### src/rtl/ram_pkg.sv
// Shared types and defaults for the parametrised synchronous RAM.
// Imported by the interface, the clear sequencer and the top.
package ram_pkg;

  typedef enum logic {
    ST_CLEAR,
    ST_IDLE
  } state_e;

  localparam int DATA_W_DEF = 4;
  localparam int ADDR_W_DEF = 4;

  // Fill bit replicated across the word during a clear sweep.
  localparam logic CLEAR_WORD = 1'b0;

endpackage

### src/rtl/ram_sync_param_if.sv
// Bus bundle between the CPU datapath and the RAM.
// Active-low select, read/write-bar, clear request and status.
interface ram_sync_param_if
  import ram_pkg::*;
#(
  parameter int DATA_W = DATA_W_DEF,
  parameter int ADDR_W = ADDR_W_DEF
);

  logic              csn;
  logic              rwn;
  logic [ADDR_W-1:0] addr;
  logic [DATA_W-1:0] datain;
  logic              clr;
  logic              ready;
  logic              busy;
  logic              rvalid;

  modport master (
    output csn, rwn, addr, datain, clr,
    input  ready, busy, rvalid
  );

  modport slave (
    input  csn, rwn, addr, datain, clr,
    output ready, busy, rvalid
  );

endinterface

### src/rtl/ram_clear_seq.sv
// Clear sequencer: sweeps zeros through every word after
// reset or on request, then idles and grants bus access.
module ram_clear_seq
  import ram_pkg::*;
#(
  parameter int ADDR_W = ADDR_W_DEF
) (
  input  logic              clk,
  input  logic              rst,
  input  logic              clr,
  output logic              clr_we,
  output logic [ADDR_W-1:0] clr_addr,
  output logic              busy,
  output logic              ready
);

  localparam logic [ADDR_W-1:0] LAST = {ADDR_W{1'b1}};

  state_e            state_q, state_d;
  logic [ADDR_W-1:0] ptr_q, ptr_d;

  assign clr_addr = ptr_q;

  // Next state, pointer advance and status outputs.
  always_comb begin
    state_d = state_q;
    ptr_d   = ptr_q;
    clr_we  = 1'b0;
    busy    = 1'b0;
    ready   = 1'b0;
    unique case (state_q)
      ST_CLEAR: begin
        clr_we = 1'b1;
        busy   = 1'b1;
        ptr_d  = ptr_q + 1'b1;
        if (ptr_q == LAST) begin
          state_d = ST_IDLE;
        end
      end
      ST_IDLE: begin
        ready = 1'b1;
        if (clr) begin
          state_d = ST_CLEAR;
          ptr_d   = '0;
        end
      end
      default: begin
        state_d = ST_CLEAR;
        ptr_d   = '0;
      end
    endcase
  end

  // State and pointer registers; reset restarts the sweep.
  always_ff @(posedge clk) begin
    if (rst) begin
      state_q <= ST_CLEAR;
      ptr_q   <= '0;
    end else begin
      state_q <= state_d;
      ptr_q   <= ptr_d;
    end
  end

endmodule

### src/rtl/ram_sync_param.sv
// Single-port synchronous RAM with registered read, valid
// strobe and a hardware clear sweep owning the write port.
module ram_sync_param
  import ram_pkg::*;
#(
  parameter int DATA_W       = DATA_W_DEF,
  parameter int ADDR_W       = ADDR_W_DEF,
  parameter bit TRISTATE_OUT = 1'b0
) (
  input  logic              clk,
  input  logic              rst,
  ram_sync_param_if.slave   bus,
  output wire  [DATA_W-1:0] dataout
);

  localparam int DEPTH = 2 ** ADDR_W;

  logic [DATA_W-1:0] mem_q [DEPTH];

  logic              clr_we;
  logic [ADDR_W-1:0] clr_addr;
  logic              busy;
  logic              ready;

  logic              acc;
  logic              rd_en;
  logic              wr_en;
  logic [ADDR_W-1:0] wr_addr;
  logic [DATA_W-1:0] wr_data;
  logic [DATA_W-1:0] rdata_q, rdata_d;
  logic              rvalid_q, rvalid_d;

  ram_clear_seq #(
    .ADDR_W (ADDR_W)
  ) u_seq (
    .clk      (clk),
    .rst      (rst),
    .clr      (bus.clr),
    .clr_we   (clr_we),
    .clr_addr (clr_addr),
    .busy     (busy),
    .ready    (ready)
  );

  // Write-port mux and read-register next values; the
  // sweep and bus accesses never overlap since ready=0.
  always_comb begin
    acc      = ~rst & ~bus.csn & ready;
    rd_en    = acc & bus.rwn;
    wr_en    = ~rst & (clr_we | (acc & ~bus.rwn));
    wr_addr  = clr_we ? clr_addr : bus.addr;
    wr_data  = clr_we ? {DATA_W{CLEAR_WORD}} : bus.datain;
    rdata_d  = rd_en ? mem_q[bus.addr] : rdata_q;
    rvalid_d = rd_en;
  end

  // Storage array; contents come defined from the sweep.
  always_ff @(posedge clk) begin
    if (wr_en) begin
      mem_q[wr_addr] <= wr_data;
    end
  end

  // Read data register and its one-cycle valid strobe.
  always_ff @(posedge clk) begin
    if (rst) begin
      rdata_q  <= '0;
      rvalid_q <= 1'b0;
    end else begin
      rdata_q  <= rdata_d;
      rvalid_q <= rvalid_d;
    end
  end

  assign bus.ready  = ready;
  assign bus.busy   = busy;
  assign bus.rvalid = rvalid_q;

  assign dataout = (TRISTATE_OUT && !rvalid_q)
                 ? {DATA_W{1'bz}} : rdata_q;

endmodule

### src/flat_wrapper.sv
// flat-port wrapper written by rule: the top's interface ports become plain ports
module ram_sync_param_flat import ram_pkg::*;
#(
  parameter int DATA_W       = DATA_W_DEF,
  parameter int ADDR_W       = ADDR_W_DEF,
  parameter bit TRISTATE_OUT = 1'b0
)
  (clk, rst, dataout, bus_csn, bus_rwn, bus_addr, bus_datain, bus_clr, bus_ready, bus_busy, bus_rvalid);
  ram_sync_param_if #(.DATA_W(DATA_W), .ADDR_W(ADDR_W)) bus_i ();
  input  logic clk;
  input  logic rst;
  output wire  [DATA_W-1:0] dataout;
  input wire logic [$bits(bus_i.csn)-1:0] bus_csn;
  input wire logic [$bits(bus_i.rwn)-1:0] bus_rwn;
  input wire logic [$bits(bus_i.addr)-1:0] bus_addr;
  input wire logic [$bits(bus_i.datain)-1:0] bus_datain;
  input wire logic [$bits(bus_i.clr)-1:0] bus_clr;
  output wire logic [$bits(bus_i.ready)-1:0] bus_ready;
  output wire logic [$bits(bus_i.busy)-1:0] bus_busy;
  output wire logic [$bits(bus_i.rvalid)-1:0] bus_rvalid;
  assign bus_i.csn = bus_csn;
  assign bus_i.rwn = bus_rwn;
  assign bus_i.addr = bus_addr;
  assign bus_i.datain = bus_datain;
  assign bus_i.clr = bus_clr;
  assign bus_ready = bus_i.ready;
  assign bus_busy = bus_i.busy;
  assign bus_rvalid = bus_i.rvalid;
  ram_sync_param #(.DATA_W(DATA_W), .ADDR_W(ADDR_W), .TRISTATE_OUT(TRISTATE_OUT)) u_core (.clk(clk), .rst(rst), .bus(bus_i), .dataout(dataout));
endmodule
### config.mk
export PLATFORM = sky130hd
export DESIGN_NAME = ram_sync_param_flat
export DESIGN_NICKNAME = d
export VERILOG_FILES = /design/src/rtl/ram_pkg.sv /design/src/rtl/ram_sync_param_if.sv /design/src/rtl/ram_clear_seq.sv /design/src/rtl/ram_sync_param.sv /design/src/flat_wrapper.sv
export SDC_FILE = /design/constraint.sdc
export NUM_CORES = 1
export LEC_CHECK = 0
export ABC_CLOCK_PERIOD_IN_PS = 2870
export BUFFER_PORTS_ARGS = -buffer_cell sky130_fd_sc_hd__buf_2
export CORE_UTILIZATION = 64
export DETAILED_ROUTE_END_ITERATION = 6
export GPL_TIMING_DRIVEN = 0
export PLACE_DENSITY = 0.81
export SLEW_MARGIN = 0
export SYNTH_ARGS = -nofsm -noshare
export SYNTH_HDL_FRONTEND = slang
export SYNTH_HIERARCHICAL = 1
export SYNTH_SLANG_ARGS = --single-unit
### constraint.sdc
create_clock -name clk -period 2.87 [get_ports clk]
set_input_delay 0.1435 -clock clk [delete_from_list [all_inputs] [get_ports clk]]
set_output_delay 0.1435 -clock clk [all_outputs]
set_load 0.05 [all_outputs]
* After elaboration in Yosys (flattened, before gate mapping)
Memories as Yosys holds them, arrays and structs flattened. A register that Yosys moved wholly into a read port is not among the register bits.
Index checks and enable logic that the tools add are counted.
** Word-level totals
- Logic and storage cells :: 28
- Output and inout port bits :: 7
- Bits in registers :: 6
- Bits in writable memories :: 64
- Memories kept :: 1
- Input port bits :: 13
** Memories
- u_core.mem_q :: words 16, width 4, rd ports 1, clocked after Yosys merged registers in 1, wr ports 1, RTL line ram_sync_param.sv:18 : logic [DATA_W-1:0] mem_q [DEPTH];
** Cells by class
- Bitwise gates (word level) :: 10
- Equality and inequality tests :: 2
- Add/subtract/negate cells :: 1
- Mux-type cells :: 11
** Operator list (count)
- two-way mux 4 bit :: 3
- one-hot mux 4 bit (2 select lines) :: 1
- two-way mux 1 bit :: 6
- AND 1 bit :: 5
- adder 4 x 1 -> 4 bit, second input constant :: 1
- == test 4 bit, second input constant :: 1
- NOT 1 bit :: 4
- inequality test 2 bit, second input constant :: 1
- one-hot mux 1 bit (2 select lines) :: 1
- OR 1 bit :: 1

* Logic depth before layout (Yosys ltp)
Gate-level depths: netlist of run 1.
- Depth after elaboration :: 8
- Gate-level depth with buffers :: 6
- Gate-level depth less buffers :: 4

* Modules after synthesis
The synthesis of run 1 kept the hierarchy.
** Modules (own cells, without submodules)
- ram_sync_param :: sequential area each 2021.9 sq um, instances 1, cells an instance 157, area an instance 2886.5 sq um
- ram_clear_seq :: sequential area each 100.1 sq um, instances 1, cells an instance 27, area an instance 231.5 sq um

* Worst setup path before layout of run 1
No wires, ideal clock.
- Kind :: reg-to-reg
- Start :: register u_core.u_seq.state_q
- End :: memory u_core/mem_q[2][0] in the netlist's numbering, enable pin
- Cell stages (with the launch flop) :: 7
- Setup slack :: 0.293 ns
- Clock period less this slack :: 2.577 ns
- Arrival :: 2.248 ns
- Setup time :: 0.329 ns
- Path buffers :: 2
- Required time :: 2.541 ns
- Cells stage by stage :: dfxtp_1 inv_1 buf_4 buf_2 nor3b_1 o221ai_1 nor2_1
** On the way
- Elaborated cells on any way between the ends :: 9
- Classes of those cells :: mux: 5; bitwise: 4
** RTL lines
- from (decl) :: RTL line ram_clear_seq.sv:19 : state_e state_q, state_d;
- from (signal assigned) :: RTL line ram_clear_seq.sv:60 : state_q <= state_d;
- two-way mux 1 bit
- net bus_busy :: RTL line flat_wrapper.sv:19 : output wire logic [$bits(bus_i.busy)-1:0] bus_busy;
- OR 1 bit :: RTL line ram_sync_param.sv:50 : wr_en = ~rst & (clr_we | (acc & ~bus.rwn));
- AND 1 bit :: RTL line ram_sync_param.sv:50
- two-way mux 1 bit :: RTL line ram_sync_param.sv:59 : if (wr_en) begin
- two-way mux 1 bit (implied by the code) :: RTL line ram_sync_param.sv:60 : mem_q[wr_addr] <= wr_data;
- to (decl) :: RTL line ram_sync_param.sv:18
The timed path passes the listed nets, and every way through them passes these cells.

* Worst setup path after layout of run 1
- Start :: register u_core.u_seq.state_q
- End :: memory u_core/mem_q[12][2] in the netlist's numbering, data pin
** On the way
- Cells in the longest elaborated chain, start to end :: 1
** RTL lines
- two-way mux 4 bit :: RTL line ram_sync_param.sv:52 : wr_data = clr_we ? {DATA_W{CLEAR_WORD}} : bus.datain;
- net u_core.wr_data[2] :: RTL line ram_sync_param.sv:29 : logic [DATA_W-1:0] wr_data;
The timed path passes the listed nets, and every way through them passes these cells.

==> impl_metrics.tcl, run 1 <==
set metrics [dict create \
    fin_nets 227 \
    firstDrtPassIters 4 \
    grt_start_max_net_pins 17 \
    dpl.hpwl_mm 4.09 \
    drive_gt1_frac 0.248 \
    viasPerCell 6.59 \
    antenna_found_initial 0 \
    cts_made_buffers 9 \
    drv_slew 0 \
    ys_warn_count 6 \
    final_common_cell "edfxtp_1" \
    synth-seq-cells 74 \
    worst_pin_slew_ps 1230 \
    ys_seq_area_frac 0.681 \
    fin_crit_sh 0.860 \
    drcViolationCount 0 \
    post_drt_wl_per_cell_um 21.5 \
    synthCells 184 \
    holdWs_ps 90.1 \
    finalPower_mw 1.97 \
    cts_setup_buffers 0 \
    crit_type "register to register" \
    hold_path_class "input pin to register" \
    ctsHoldBuffers 0 \
    most-common-layout-cells "edfxtp_1 (64), nor2_1 (26), buf_2 (21), dfxtp_1 (10), clkbuf_8 (9)" \
    fp.dieH_um 71.8 \
    p_leak_nw 1.22 \
    dieArea_sq_um 5160 \
    cp-start-kind "register" \
    final_cells 272 \
    arrival_ps 2430 \
    vdd_drop_max_uv 409 \
    root_buffer "clkbuf_8" \
    power.density_nw_per_um2 571 \
    dp.cells 256 \
    initial_core_util 0.665 \
    antenna_left 0 \
    cap_viol_max_count 0 \
    crit_slowest_cell "nor2b_1" \
    hold_viol 0 \
    clk_path_buf_depth 2 \
    rsz0062_at_grt "no" \
    max_freq_mhz 405 \
    num_rows 25 \
    critPathMaxFanout 16 \
    clk_latency_ps 340 \
    htreeDepth 3 \
    drt_iter0_drc 108 \
    required_ps 2830 \
    synth_area_sq_um 3120 \
    ff_latch_area_sq_um 2120 \
    end_kind "register" \
    areaGrowthSynthToFinish_pct 10.5 \
    gp_routability_congestion 0.823 \
    grt_use_total 0.249 \
    skew_ps 10.4 \
    max_slew_margin 0.180 \
    antenna_cells 0 \
    status "finished, final reports clean" \
    numPortBuffers 18 \
    ys_types 32 \
    io_pins 20 \
    core_area_sq_um 4690 \
    setup_viol 0 \
    grt_pass1_wl_mm 8.76 \
    syn-num-nets 198 \
    wl_mm 5.84 \
    die_x_um 71.8 \
    grt_pass1_vias 1748 \
    slowest_delay_ps 990 \
    multi_input_comb_area_sq_um 928 \
    crit_chain "inv_1 -> buf_4 -> clkbuf_1 -> nor2b_1" \
    min_period_ps 2470 \
    gr-total-overflow 0 \
    clkSinkCount 74 \
    n_fill_cell 289 \
    route.vias.total 1793 \
    critPathBufInv 3 \
    synth_edf_count 64 \
    async_reset_ff_frac 0 \
    setup_tns_ps 0 \
    cp_top_family "simple AND/OR/NAND/NOR gates" \
    cts.reportedPaths.clkPinSlew_ps 80 \
    cts_resized 0 \
    cts_tree "done" \
    avgSynthCellArea_sq_um 16.9 \
    synth_ff_type "edfxtp_1" \
]
[cell usage after synthesis, types with 2 or more instances]
| cell type | number | area share |
|---|---|---|
| edfxtp_1 | 64 | 0.62 |
| nor2_1 | 26 | 0.031 |
| dfxtp_1 | 10 | 0.064 |
| mux2i_1 | 8 | 0.026 |
| mux4_1 | 8 | 0.067 |
| mux4_2 | 8 | 0.058 |
| o221ai_1 | 8 | 0.022 |
| nor3b_1 | 5 | 0.012 |
| a31oi_1 | 4 | 0.0080 |
| and3b_1 | 4 | 0.011 |
| inv_1 | 4 | 0.0048 |
| nand3_1 | 4 | 0.0064 |
| nor2b_1 | 4 | 0.0080 |
| a21oi_1 | 3 | 0.0048 |
| buf_2 | 3 | 0.0048 |
| buf_4 | 3 | 0.0072 |
| nand2_1 | 2 | 0.0024 |
| nor3_1 | 2 | 0.0032 |
[power breakdown]
group,switching (mW),total (mW),internal (mW),leakage [nW]
logic,0.0556,0.107,0.0510,0.462
registers,0.0100,1.18,1.17,0.679
clock network,0.377,0.686,0.310,0.0810
total,0.442,1.97,1.53,1.22
[registers in the layout, summed over array words and instances (netlist names)]
signal	cells
u_core/bus.rvalid	1
u_core/dataout	4
u_core/mem_q	64
u_core/u_seq/clr_addr	4
u_core/u_seq/state_q	1
[final cells by class]
class                           count  share of cell area
Buffer                              8              0.0153
Clock buffer                        9              0.0359
Clock inverter                      7              0.0134
Inverter                            4             0.00436
Multi-Input combinational cell     98               0.269
Sequential cell                    74               0.616
Tap cell                           54              0.0196
Timing Repair Buffer               18              0.0261
[final timing paths]
| path | startpoint | end | slack [ps] | cells after the start |
|---|---|---|---|---|
| worst max register to register | u_core/u_seq/state_q | u_core/mem_q[12][2] | 400 | 4 |
| worst min-delay path | rst | u_core/u_seq/clr_addr[2] | 90 | 2 |
| worst min register to register | u_core/dataout[2] | u_core/dataout[2] | 520 | 2 |
| worst max-delay path | u_core/u_seq/state_q | u_core/mem_q[12][2] | 400 | 4 |
[kinds of logic (layout without fill, tap and decap cells)]
family                     Yosys count  count (layout)  share of synthesized area
AOI/OAI and AO/OA                   19              19                     0.0469
adders and majority gates            1               1                    0.00401
buffers and inverters               12              46                     0.0217
DFF                                 74              74                      0.681
muxes                               24              24                      0.151
and+or+nand+nor                     54              54                     0.0959
[worst reg2reg max path, cell delays in order (launching register included)]
cell,delay [ps]
dfxtp_1,560
inv_1,130
buf_4,170
clkbuf_1,230
nor2b_1,1000
[per-layer routing]
metal / GRT usage / vias to the layer above / part of all wire
met5: 0 / - / 0
met4: 0.157 / 0 / 0.024
met3: 0.0591 / 16 / 0.077
met2: 0.388 / 96 / 0.49
met1: 0.321 / 879 / 0.40
li1: - / 802 / -
[through the flow]
| stage | utilization | area (sq um) | setup slack [ps] |
|---|---|---|---|
| floorplan | - | 3120 | 293 |
| global placement | 0.698 | 3280 | 751 |
| detailed placement | 0.698 | 3280 | 524 |
| CTS | 0.734 | 3450 | 497 |
| global route | 0.734 | 3450 | 293 |
| finish | 0.734 | 3450 | 401 |
No activity file was read; power rests on OpenSTA's default activity.
==> run 2: changes to the inputs <==
- ABC_AREA: not set -> 1
- CORE_UTILIZATION: 64 -> 65
- PLACE_DENSITY: 0.81 -> 0.82
- SKIP_CTS_REPAIR_TIMING: not set -> 1
- SLEW_MARGIN: 0 -> not set
==> run 2 against run 1 <==
Net effect: sequential cell count unchanged; clock power up 37%; sequential share of layout area decreased by 5.9 points; synthesized cell count grew 96%; wire length increased by 29%; core utilization up 1.7 points; non-clock buffer count grew 3; global-route usage grew 4.7 points; area after synthesis grew 9.4%; cell area is 11% higher.
==> impl_metrics.tcl, run 2 <==
set metrics [dict create \
    antenna_cells 0 \
    fin_crit_sh 0.787 \
    drcViolationCount 0 \
    required_ps 2820 \
    syn-num-nets 375 \
    synth_top_area_cell "edfxtp_1" \
    ys_seq_area_frac 0.622 \
    cts_tree "done" \
    cts.reportedPaths.clkPinSlew_ps 70 \
    clk_path_buf_depth 2 \
    status "finished, final reports clean" \
    hold_path_class "input pin to register" \
    areaGrowthSynthToFinish_pct 11.7 \
    max_slew_margin 0.112 \
    p_leak_nw 1.76 \
    grt_start_max_net_pins 17 \
    grt_pass1_vias 2439 \
    avgSynthCellArea_sq_um 9.45 \
    cp-start-kind "register" \
    yosys-top-cells-count "nand2_1 (106), edfxtp_1 (64), inv_1 (63)" \
    worst_pin_slew_ps 1330 \
    cts_made_buffers 9 \
    clkSinkCount 74 \
    num_rows 26 \
    rsz0062_at_grt "no" \
    gr-total-overflow 0 \
    power.density_nw_per_um2 593 \
    critPathMaxFanout 16 \
    grt_pass1_wl_mm 11.3 \
    grt_use_total 0.297 \
    viasPerCell 5.53 \
    hold_viol 0 \
    synth-seq-cells 74 \
    fin_nets 402 \
    fp.dieH_um 74.5 \
    fin_area_sq_um 3810 \
    post_drt_wl_per_cell_um 16.2 \
    end_kind "register" \
    yosysMostFrequentCell "nand2_1" \
    firstDrtPassIters 5 \
    min_period_ps 2260 \
    initial_core_util 0.672 \
    antenna_left 0 \
    ff_latch_area_sq_um 2120 \
    place_area_sq_um 3580 \
    route.vias.total 2559 \
    skew_ps 7.13 \
    finalPower_mw 2.26 \
    die_x_um 74.5 \
    max_freq_mhz 443 \
    ys_types 21 \
    async_reset_ff_frac 0 \
    most-common-layout-cells "nand2_1 (106), edfxtp_1 (64), inv_1 (63), nand3_1 (59), nor2_1 (24)" \
    wl_mm 7.51 \
    io_pins 20 \
    setup_tns_ps 0 \
    cap_viol_max_count 0 \
    synth_top_area_share 0.563 \
    utilization 0.751 \
    dieArea_sq_um 5540 \
    numPortBuffers 16 \
    final_common_cell "nand2_1" \
    synth_ff_type "edfxtp_1" \
    ys_warn_count 6 \
    multi_input_comb_area_sq_um 922 \
    rrSetupSlack_ps 610 \
    n_fill_cell 369 \
    synthCells 361 \
    regMostFlops "u_core/mem_q" \
    setup_viol 0 \
    root_buffer "clkbuf_8" \
    drt_iter0_drc 322 \
    antenna_found_initial 0 \
    crit_type "register to register" \
    largest_register_ffs 64 \
    clk_latency_ps 340 \
    fin_ws_ps 612 \
    synth_area_sq_um 3410 \
    dpl.hpwl_mm 5.01 \
    vdd_drop_max_uv 407 \
    core_area_sq_um 5070 \
    arrival_ps 2210 \
    htreeDepth 3 \
    drv_slew 0 \
    synth_edf_count 64 \
    drive_gt1_frac 0.135 \
    dp_slack_ps 720 \
    synth_area_leaders "edfxtp_1 (56%), nand2_1 (12%), nand3_1 (8.7%)" \
    gp_routability_congestion 0.877 \
]
run 2: changes by cell type after synthesis, sizes merged, moves of 4 or more:
cell,before,now
mux4,16,0
inv,4,67
a31oi,4,0
nor3b,5,0
and3b,4,0
nor2b,4,0
buf,7,13
mux2i,8,0
nand3,4,59
or2,0,4
o221ai,8,0
nand2,2,106
run 2: stage by stage:
| stage | std cells | hold slack, ps |
|---|---|---|
| floorplan | 361 | 213 |
| global placement | 447 | 409 |
| detailed placement | 447 | 417 |
| CTS | 463 | 56.0 |
| global route | 463 | 68.3 |
| finish | 463 | 65.6 |
run 2: where the power goes:
group | switching (mW) | leakage (nW) | internal (mW)
logic | 0.0956 | 0.976 | 0.0495
registers | 0.00720 | 0.677 | 1.17
clock network | 0.369 | 0.112 | 0.572
run 2: path summary, 6_finish.rpt:
| path | cells after the start | endpoint | from |
|---|---|---|---|
| worst min-delay path | 2 | u_core/u_seq/state_q | rst |
| worst max-delay path | 4 | u_core/mem_q[7][1] | u_core/u_seq/state_q |
| worst max register to register | 4 | u_core/mem_q[7][1] | u_core/u_seq/state_q |
| worst min register to register | 2 | u_core/dataout[3] | u_core/dataout[3] |
run 2: final cells by class:
cell class,count,share of cell area
Inverter,67,0.0673
Buffer,13,0.0292
Tap cell,70,0.0230
Sequential cell,74,0.557
Clock inverter,6,0.0276
Clock buffer,10,0.0335
Timing Repair Buffer,16,0.0210
Multi-Input combinational cell,207,0.242
run 2: logic make-up after synthesis:
family / Yosys count / share of synthesized area
AOI/OAI and AO/OA: 10 / 0.0227
adders and majority gates: 1 / 0.00367
buffers and inverters: 80 / 0.108
DFF: 74 / 0.622
and+or+nand+nor: 196 / 0.244
run 2: routing by layer:
metal,vias up,global-route usage,wire [um]
li1,1204,-,-
met1,1182,0.388,2900
met2,148,0.466,3640
met3,25,0.0718,726
met4,0,0.149,246
met5,-,0,0
run 2: critical path: stages, from the launching register on:
cell and delay (ps):
dfxtp_1 450, inv_2 130, buf_4 160, buf_6 130, nor2_1 990
